`src/rtl/relay_frame_assembler.sv`:
```
// Assembles relay bit-decoder symbols (start, 8 data LSB first, [parity], stop) into bytes
// and queues them in a FWFT FIFO. Optional parity bit enabled by defining RELAY_PARITY_EN.
module relay_frame_assembler #(
  parameter int FIFO_DEPTH     = 4,
  parameter int TIMEOUT_CYCLES = 256
) (
  input  logic                          clk,
  input  logic                          reset,
  input  logic                          mode,
  input  logic [3:0]                    bit_in,
  input  logic                          bit_valid,
  output logic [7:0]                    out_data,
  output logic                          out_valid,
  input  logic                          out_ready,
  output logic [$clog2(FIFO_DEPTH):0]   fifo_level,
  output logic                          busy,
  output logic                          frame_err,
  output logic                          symbol_err,
  output logic                          overflow,
  output logic                          parity_err
);
  localparam int AW = $clog2(FIFO_DEPTH);
  localparam int LW = AW + 1;
  localparam int TW = $clog2(TIMEOUT_CYCLES + 1);

`ifdef RELAY_PARITY_EN
  typedef enum logic [1:0] {IDLE, DATA, PARITY, STOP} state_t;
`else
  typedef enum logic [1:0] {IDLE, DATA, STOP} state_t;
`endif

  state_t          state;
  logic [2:0]      bit_cnt;
  logic [7:0]      shreg;
  logic            par_bad;
  logic [TW-1:0]   idle_cnt;
  logic [7:0]      mem [FIFO_DEPTH];
  logic [AW-1:0]   wr_ptr;
  logic [AW-1:0]   rd_ptr;
  logic [LW-1:0]   level;

  logic [3:0] one_sym;
  logic       is_one;
  logic       is_zero;
  logic       is_ill;
  logic       push_req;
  logic       push_ok;
  logic       pop;
  logic       full;

  always_comb begin
    one_sym  = mode ? 4'hC : 4'hF;
    is_one   = bit_valid && (bit_in == one_sym);
    is_zero  = bit_valid && (bit_in == 4'h0);
    is_ill   = bit_valid && !is_one && !is_zero;
    pop      = out_valid && out_ready;
    full     = (level == LW'(FIFO_DEPTH));
    push_req = (state == STOP) && is_zero && !par_bad;
    push_ok  = push_req && (!full || pop);
  end

  assign out_valid  = (level != '0);
  assign out_data   = out_valid ? mem[rd_ptr] : 8'h00;
  assign fifo_level = level;
  assign busy       = (state != IDLE);

  // Frame FSM; error outputs are registered single-cycle pulses.
  always_ff @(posedge clk) begin
    if (reset) begin
      state      <= IDLE;
      bit_cnt    <= '0;
      shreg      <= '0;
      par_bad    <= 1'b0;
      idle_cnt   <= '0;
      frame_err  <= 1'b0;
      symbol_err <= 1'b0;
`ifdef RELAY_PARITY_EN
      parity_err <= 1'b0;
`endif
    end else begin
      frame_err  <= 1'b0;
      symbol_err <= 1'b0;
`ifdef RELAY_PARITY_EN
      parity_err <= 1'b0;
`endif
      if (state == IDLE || bit_valid) idle_cnt <= '0;
      else                            idle_cnt <= idle_cnt + TW'(1);

      if (state != IDLE && !bit_valid && idle_cnt == TW'(TIMEOUT_CYCLES - 1)) begin
        state     <= IDLE;
        frame_err <= 1'b1;
      end else if (bit_valid) begin
        case (state)
          IDLE: begin
            if (is_one) begin
              state   <= DATA;
              bit_cnt <= '0;
              shreg   <= '0;
              par_bad <= 1'b0;
            end else if (is_ill) begin
              symbol_err <= 1'b1;
            end
          end
          DATA: begin
            if (is_ill) begin
              symbol_err <= 1'b1;
              state      <= IDLE;
            end else begin
              shreg[bit_cnt] <= is_one;
              bit_cnt        <= bit_cnt + 3'd1;
`ifdef RELAY_PARITY_EN
              if (bit_cnt == 3'd7) state <= PARITY;
`else
              if (bit_cnt == 3'd7) state <= STOP;
`endif
            end
          end
`ifdef RELAY_PARITY_EN
          PARITY: begin
            if (is_ill) begin
              symbol_err <= 1'b1;
              state      <= IDLE;
            end else begin
              if (is_one != ^shreg) begin
                parity_err <= 1'b1;
                par_bad    <= 1'b1;
              end
              state <= STOP;
            end
          end
`endif
          STOP: begin
            state <= IDLE;
            // After a parity failure the stop bit is consumed silently.
            if (!par_bad) begin
              if (is_ill)      symbol_err <= 1'b1;
              else if (is_one) frame_err  <= 1'b1;
            end
          end
          default: state <= IDLE;
        endcase
      end
    end
  end

`ifndef RELAY_PARITY_EN
  assign parity_err = 1'b0;
`endif

  always_ff @(posedge clk) begin
    if (reset) begin
      wr_ptr   <= '0;
      rd_ptr   <= '0;
      level    <= '0;
      overflow <= 1'b0;
    end else begin
      overflow <= push_req && !push_ok;
      if (push_ok) wr_ptr <= wr_ptr + AW'(1);
      if (pop)     rd_ptr <= rd_ptr + AW'(1);
      level <= level + LW'(push_ok) - LW'(pop);
    end
  end

  always_ff @(posedge clk) begin
    if (!reset && push_ok) mem[wr_ptr] <= shreg;
  end
endmodule

```
`config.mk`:
```
export PLATFORM = sky130hd
export DESIGN_NAME = relay_frame_assembler
export DESIGN_NICKNAME = d
export VERILOG_FILES = /design/src/rtl/relay_frame_assembler.sv
export SDC_FILE = /design/constraint.sdc
export NUM_CORES = 1
export LEC_CHECK = 0
export BUFFER_PORTS_ARGS = -buffer_cell sky130_fd_sc_hd__buf_2
export CAP_MARGIN = 40
export CORE_UTILIZATION = 35
export CTS_BUF_LIST = sky130_fd_sc_hd__clkbuf_4
export DETAILED_ROUTE_END_ITERATION = 10
export PLACE_DENSITY = 0.63
export SETUP_SLACK_MARGIN = 0.05
export SLEW_MARGIN = 20
export SYNTH_ARGS = -nofsm -noshare
export SYNTH_HDL_FRONTEND = slang
export SYNTH_SLANG_ARGS = --single-unit
```
`constraint.sdc`:
```
create_clock -name clk -period 2.6 [get_ports clk]
set_clock_uncertainty 0.1 [all_clocks]
set_input_delay 0.26 -clock clk [delete_from_list [all_inputs] [get_ports clk]]
set_output_delay 0.26 -clock clk [all_outputs]
set_load 0.02 [all_outputs]
```
Word-level counts from Yosys, hierarchy flattened

Memories as Yosys holds them, arrays and structs flattened. A register that Yosys moved wholly into a read port is not among the register bits.
Index checks and enable logic that the tools add are counted.

Bits in registers: 32
Latch bits: 0
Bits in writable memories: 32
Bits in read-only memories: 0
Output and inout port bits: 17
Word-level logic and storage cells: 88
Memories kept: 1

Memories:

| memory | depth | width | read ports | clocked after memory_dff | write ports | line | text |
|---|---|---|---|---|---|---|---|
| mem    | 4     | 8     | 1          | 1                        | 1           | 37   | `logic [7:0] mem [FIFO_DEPTH];` |

Add/subtract/negate cells: 6
$mul: 0
Div/mod/pow operators: 0
$lt $le $gt $ge: 2
Eq/ne operators: 9
Shifts and indexed selects: 0
Muxes and demuxes: 27
Bitwise gates (word level): 2
Reductions and logical operators: 31

Operators by type and width:

| cell                                                                 | number |
|---|---|
| 8-bit two-way mux                                                    | 3 |
| 8-bit one-hot mux with 2 select lines                                | 1 |
| 1-bit logical AND                                                    | 12 |
| 2-bit two-way mux                                                    | 6 |
| 1-bit two-way mux                                                    | 10 |
| 9-bit by 1-bit adder with 9-bit output, second input constant        | 1 |
| 9-bit by 8-bit == test with 1-bit output, second input constant      | 1 |
| 8-bit bitwise mux                                                    | 1 |
| 3-bit == test, second input constant                                 | 2 |
| 1-bit zero test                                                      | 6 |
| 3-bit two-way mux                                                    | 2 |
| 3-bit one-hot mux with 2 select lines                                | 1 |
| 2-bit OR reduction                                                   | 3 |
| 5-bit AND reduction                                                  | 1 |
| 2-bit by 1-bit adder with 2-bit output, second input constant        | 2 |
| 4-bit == test                                                        | 1 |
| 4-bit zero test                                                      | 1 |
| 3-bit by 4-bit < comparator with 1-bit output, second input constant | 1 |
| 2-bit inequality test, second input constant                         | 2 |
| 2-bit one-hot mux with 2 select lines                                | 1 |
| 2-bit nonzero test                                                   | 2 |
| 3-bit by 1-bit adder with 3-bit output                               | 1 |
| 3-bit by 1-bit adder with 3-bit output, second input constant        | 1 |
| 1-bit demux with 3-bit select                                        | 1 |
| other kinds (12)                                                     | 14 |

Logic depth before layout (Yosys ltp)

Gate-level depths: netlist of the first run.

Word-level depth: 10
Mapped depth: 8
Depth with buffers taken out: 8

Worst setup path before layout of the first run

Ideal clock, no wire load.

Path type: register to register
From: register level[1] (netlist: fifo_level[1])
To: register level[2] (netlist: fifo_level[2])
Library setup time: 128 ps
Arrival time: 2,137 ps
Slack: 235 ps
Cell stages (with the launch flop): 8
Buffers on the path: 0
Cells stage by stage: dfxtp_1 or4b_2 nand4_1 xor2_1 ha_1 fa_1 xnor2_1 nor2_1

Word-level cells in the longest chain between the ends: 6

Ends and longest elaborated chain:

| element                                                     | line   | text |
|---|---|---|
| start, declared                                             | 40     | `logic [LW-1:0] level;` |
| start signal, assigned                                      | 160    | `level <= level + LW'(push_ok) - LW'(pop);` |
| 3-bit == test / 3-bit nonzero test (equally long branches)  | 57, 62 |  |
| 1-bit zero test / 1-bit logical AND (equally long branches) | 59, 56 |  |
| 1-bit logical OR                                            | 59     | `push_ok = push_req && (!full \|\| pop);` |
| 1-bit logical AND                                           | 59     |  |
| 3-bit by 1-bit adder with 3-bit output                      | 160    |  |
| 3-bit by 1-bit subtractor with 3-bit output (*)             | 160    |  |

Every way passes the cells marked *; elsewhere a longest branch is shown, timed or not.
A chain may end at the register's enable or synchronous reset.

==> flow_summary.ini, run 1 <==
[worst_setup_path]
critPathKind = flip-flop to primary output
cpPeakStageDelay_ns = 0.67
crit_buf_inv = 1
crit_fanout = 8
crit_chain = mux4_2, and2_1, buf_2
regToRegSetupSlack_ns = 0.29
cp_slowest_cell = dfxtp_1
cp.arrival_ns = 1.95
end_kind = primary output
worstSetupStartpointType = flip-flop
crit_required_ns = 2.24
crit_family = flip-flops

[cells_and_area]
final_nets = 305
final_util_pct = 40.9
antenna_cells = 0
layout-drive-gt1-share_pct = 22.0
fin_cells = 391
syn_to_final_growth_pct = 13.4

[pwr]
p_per_area_mw_per_mm2 = 692
irDropWorstVdd_mv = 0.181
leakagePower_nw = 1.23

[global_routing]
grt_pass1_wl_um = 8630
grt_usage_pct = 13.0
globalRouteMet2Util_pct = 21.0
grt_pass1_vias = 1845
gr-max-usage-layer = met2
grt_max_degree = 19
grt_overflow = 0
antenna_found_initial = 0
grtUsageMet1_pct = 16.0
met3_usage_pct = 4.13

[yosys]
synthArstFlopShare_pct = 0
yosysTopAreaCell = edfxtp_1
avgSynthCellArea_um2 = 11.8
ys_types = 50
synth_nets = 272
synth-edff-count = 32
seq_area_frac_synth_pct = 55.7
synthCells = 249
synth_warnings = 0
synth-main-ff-cell = dfxtp_1
syn_area_mm2 = 0.00295
synthTopCellsByArea = edfxtp_1 33%, dfxtp_1 23%, mux4_2 6.1%, ha_1 5.5%, nor2_1 2.9%
synth_top_area_share_pct = 32.6
yosysMostFrequentCell = dfxtp_1
synth_common_cells = 34 x dfxtp_1, 32 x edfxtp_1, 23 x nor2_1
synth-seq-cells = 66

[timing]
rsz0062_at_grt = no
hold_viol = 0
final_max_slew_viol_count = 0
tightest_slew_ns = 0.537
max_slew_margin_pct = 64.1
fin_tns_setup_ns = 0
fin_ws_ns = 0.287
fmax_mhz = 432
setup_viol = 0
finalCritPeriodShare_pct = 89.0
layout_min_cycle_time_ns = 2.31

[placed_design]
dp.cells = 376
place_ws_ns = 0.242
hpwlAfterDp_um = 3630
place.port_buffers = 24
gp_congestion = 0.739

[floorplan]
fp.dieH_um = 93.8
die_w_um = 93.8
start_util_pct = 36.1
rows = 33
coreArea_mm2 = 0.00818
dieArea_mm2 = 0.00880
boundaryPins = 26

[route]
vias = 1919
ant_nets = 0
drt_iter0_drc = 108
viasPerCell = 4.91
firstDrtPassIters = 4
routed_wl_um = 5130
wl_per_cell_um = 13.1
remaining_drc_errors = 0

[min_path]
worstHoldPathType = input pin to flip-flop

[clock_tree]
postCtsHoldBufs = 0
insertion_delay_ns = 0.40
clockBufferDepth = 2
root_buffer = clkbuf_4
h-tree-depth = 3
clk_pin_slew_worst_paths_ns = 0.11
tritoncts = built
cts_resized = 0
cts.sinks = 66
post_cts_buffers = 0
cts_buffers = 9

[run_status]
status = finished, final reports clean

[flow_run]
drv_cap = 0
[power breakdown]
group          internal, mW  switching [mW]
clock network         0.281           0.356
registers              1.12          0.0673
logic                 0.223           0.265
total                  1.63           0.688
[routing by layer]
metal  up-vias  wire length (µm)
met3         5               200
met4         0                39
met5         -                 0
met1       903              2430
li1        967                 -
met2        44              2460
[through the flow]
step	hold slack, ns	cell area (µm²)	total power, mW
3_5_place_dp	0.353	3220	1.72
2_1_floorplan	0.330	2950	1.56
5_1_grt	0.102	3340	2.45
6_report	0.114	3340	2.31
3_3_place_gp	0.346	3220	1.70
4_1_cts	0.0971	3340	2.35
[worst register-to-register path, stage by stage, from the launching register on]
cell and delay, ns:
dfxtp_1 0.36, or4b_2 0.72, nand4_1 0.16, buf_4 0.15, nand3_1 0.10, fa_1 0.42, xnor2_1 0.16, nor2_1 0.05
[state kept, by name (all words and copies together), names as in the netlist, named ones only]
name        count
mem            32
idle_cnt        9
frame_err       1
state           2
bit_cnt         3
shreg           8
wr_ptr          2
rd_ptr          2
fifo_level      3
symbol_err      1
overflow        1
[cell type report]
cell class              instances  area (µm²)
inverters                      14        52.6
repair buffers                 32         180
clock inverters                 6        58.8
clock buffers                   9        67.6
flip-flops and latches         66        1640
fillers                       808        4830
well taps                     105         131
multi-input cells             159        1210
[path summary, 6_finish.rpt]
check                  end           from  cells after the start
max            out_data[4]      flip-flop                      3
min               overflow      out_ready                      3
max reg2reg  fifo_level[2]  fifo_level[1]                      7
min reg2reg    idle_cnt[0]    idle_cnt[0]                      1
[layout by cell type, fill, tap and decap left out, types with 2 or more instances in the layout]
cell	netlist	routed
nor3_1	4	4
a21oi_1	10	10
xor2_1	4	4
o211ai_1	8	8
nand2b_1	2	2
edfxtp_1	32	32
inv_1	14	14
xnor2_1	6	6
a22o_1	2	2
a21o_1	2	2
or3_1	4	4
nor2b_1	4	4
buf_4	1	8
clkinv_2	0	2
o21ai_1	2	2
o21ai_0	7	7
nand3_1	9	9
and2_1	12	12
dfxtp_1	34	34
mux4_2	8	8
nand2_1	9	9
o32ai_1	3	3
ha_1	13	13
nand4_1	3	3
clkbuf_4	0	9
clkinvlp_4	0	2
nor2_1	23	23
buf_2	2	24
[cells by family (layout without fill, tap and decap cells)]
family	count (synthesis)	after routing	share of synthesized area, %
simple gates	79	79	14.0
flops	66	66	55.7
compound gates	45	45	10.9
buf+inv	24	61	3.27
fa+ha+maj	14	14	6.19
xor+xnor	10	10	2.97
mux	10	10	6.83
other cells	1	1	0.127
Power figures use the tool's default switching activity.
==> run 2: changes to the inputs <==
- CTS_BUF_LIST: sky130_fd_sc_hd__clkbuf_4 -> sky130_fd_sc_hd__clkbuf_8
- GPL_TIMING_DRIVEN: unset -> 0
- clock period: 2.6 -> 3 ns (I/O delays scaled with it)
==> flow_summary.ini, run 2 (same netlist as run 1, synthesis figures left out) <==
[pwr]
irDropWorstVdd_mv = 0.197
p_per_area_mw_per_mm2 = 658
power_mw = 2.25
leakagePower_nw = 1.26

[global_routing]
antenna_found_initial = 0
grt_pass1_vias = 1816
grt_overflow = 0
grt_pass1_wl_um = 8540
grt_usage_pct = 12.8
grt_max_degree = 13

[placed_design]
place_ws_ns = 0.381
dpl-instance-area_mm2 = 0.00320
hpwlAfterDp_um = 3630
place.port_buffers = 23
gp_congestion = 0.720

[worst_setup_path]
crit_fanout = 5
reg2regPathDepth = 7
r2r-end = fifo_level[2]
crit_family = simple AND/OR/NAND/NOR gates
critPathKind = flip-flop to flip-flop
end_kind = flip-flop
path_depth = 7
worstSetupStartpointType = flip-flop
regToRegSetupSlack_ns = 0.56
reg2reg_from = fifo_level[1]
crit_buf_inv = 0
cp.arrival_ns = 2.55
crit_chain = or4b_2, nand4_1, xor2_1, ha_1, fa_1, xnor2_1, nor2_1
cpPeakStageDelay_ns = 0.72
crit_required_ns = 3.11
cp_slowest_cell = or4b_2

[timing]
layout_min_cycle_time_ns = 2.44
hold_viol = 0
fmax_mhz = 410
finalCritPeriodShare_pct = 81.3
setup_viol = 0
max_slew_margin_pct = 63.1
fin_tns_setup_ns = 0
tightest_slew_ns = 0.550
final_max_slew_viol_count = 0
rsz0062_at_grt = no
fin_ws_ns = 0.562

[route]
routed_wl_um = 4970
firstDrtPassIters = 4
remaining_drc_errors = 0
viasPerCell = 4.91
ant_nets = 0
wl_per_cell_um = 12.6
drt_iter0_drc = 87
vias = 1935

[clock_tree]
cts.sinks = 66
clk_pin_slew_worst_paths_ns = 0.07
post_cts_buffers = 0
root_buffer = clkbuf_8
tritoncts = built
cts_buffers = 9
clockBufferDepth = 2
cts_resized = 0
insertion_delay_ns = 0.33
postCtsHoldBufs = 0
h-tree-depth = 3

[min_path]
worstHoldStart = out_ready
hold_path_end = overflow
worstHoldPathType = input pin to flip-flop
hold_path_depth = 3

[floorplan]
dieArea_mm2 = 0.00880
rows = 33
die_w_um = 93.8
boundaryPins = 26
start_util_pct = 36.1
fp.dieH_um = 93.8
coreArea_mm2 = 0.00818

[cells_and_area]
reg.largest.list = mem (32), idle_cnt (9), shreg (8)
layout-drive-gt1-share_pct = 20.4
syn_to_final_growth_pct = 15.9
final_nets = 307
layout_commonest_cell = dfxtp_1
largest_reg_flops = 32
design_area_mm2 = 0.00342
regMostFlops = mem
final_cell_mix = 34 x dfxtp_1, 32 x edfxtp_1, 26 x buf_2
antenna_cells = 0

[run_status]
status = finished, final reports clean

[flow_run]
drv_cap = 0
run 2: changes by cell type in the layout (fill, tap and decap cells not counted), sizes merged:
| cell | previous run | this run |
|---|---|---|
| buf | 32 | 27 |
| bufinv | 1 | 2 |
| inv | 14 | 15 |
| clkbuf | 9 | 16 |
| clkinv | 3 | 2 |
run 2: layer usage:
metal,share of wire (%),track usage (%),vias to the layer above,routed length [µm]
met5,0,0,-,0
met4,1.8,5.38,0,88
met3,3.7,3.80,8,185
met2,46,20.1,37,2300
met1,48,16.4,913,2390
li1,-,-,977,-
run 2: cell type report:
type | instances | area, µm²
Clock buffer | 9 | 124
Fill cell | 798 | 4760
Clock inverter | 7 | 92.6
Tap cell | 105 | 131
Timing Repair Buffer | 24 | 120
Buffer | 10 | 43.8
Inverter | 14 | 52.6
Multi-Input combinational cell | 159 | 1210
Sequential cell | 66 | 1640
run 2: per-stage QoR:
stage | utilization (%) | hold WS [ns] | cells
2_1_floorplan | - | 0.330 | 249
3_3_place_gp | 39.1 | 0.345 | 377
3_5_place_dp | 39.1 | 0.355 | 378
4_1_cts | 41.8 | 0.199 | 394
5_1_grt | 41.8 | 0.221 | 394
6_report | 41.8 | 0.206 | 394
run 2: how the worst max path moves through the flow:
stage | start | endpoint | slack [ns]
finish | fifo_level[1] | fifo_level[2] | 0.56
detailed placement | bit_in[3] | fifo_level[2] | 0.38
global route | fifo_level[1] | fifo_level[2] | 0.41
floorplan | fifo_level[1] | fifo_level[2] | 0.64
global placement | bit_in[3] | fifo_level[2] | 0.40
CTS | fifo_level[1] | fifo_level[2] | 0.54
run 2: worst reg2reg max path: cells and delay by family, from the launching register on:
kind / cells / cell delay, ns
flops: 1 / 0.35
simple gates: 3 / 1.01
xor+xnor: 2 / 0.28
fa+ha+maj: 2 / 0.58
run 2: power breakdown:
group | internal [mW] | switching, mW
logic | 0.189 | 0.260
registers | 0.972 | 0.0263
clock network | 0.466 | 0.334
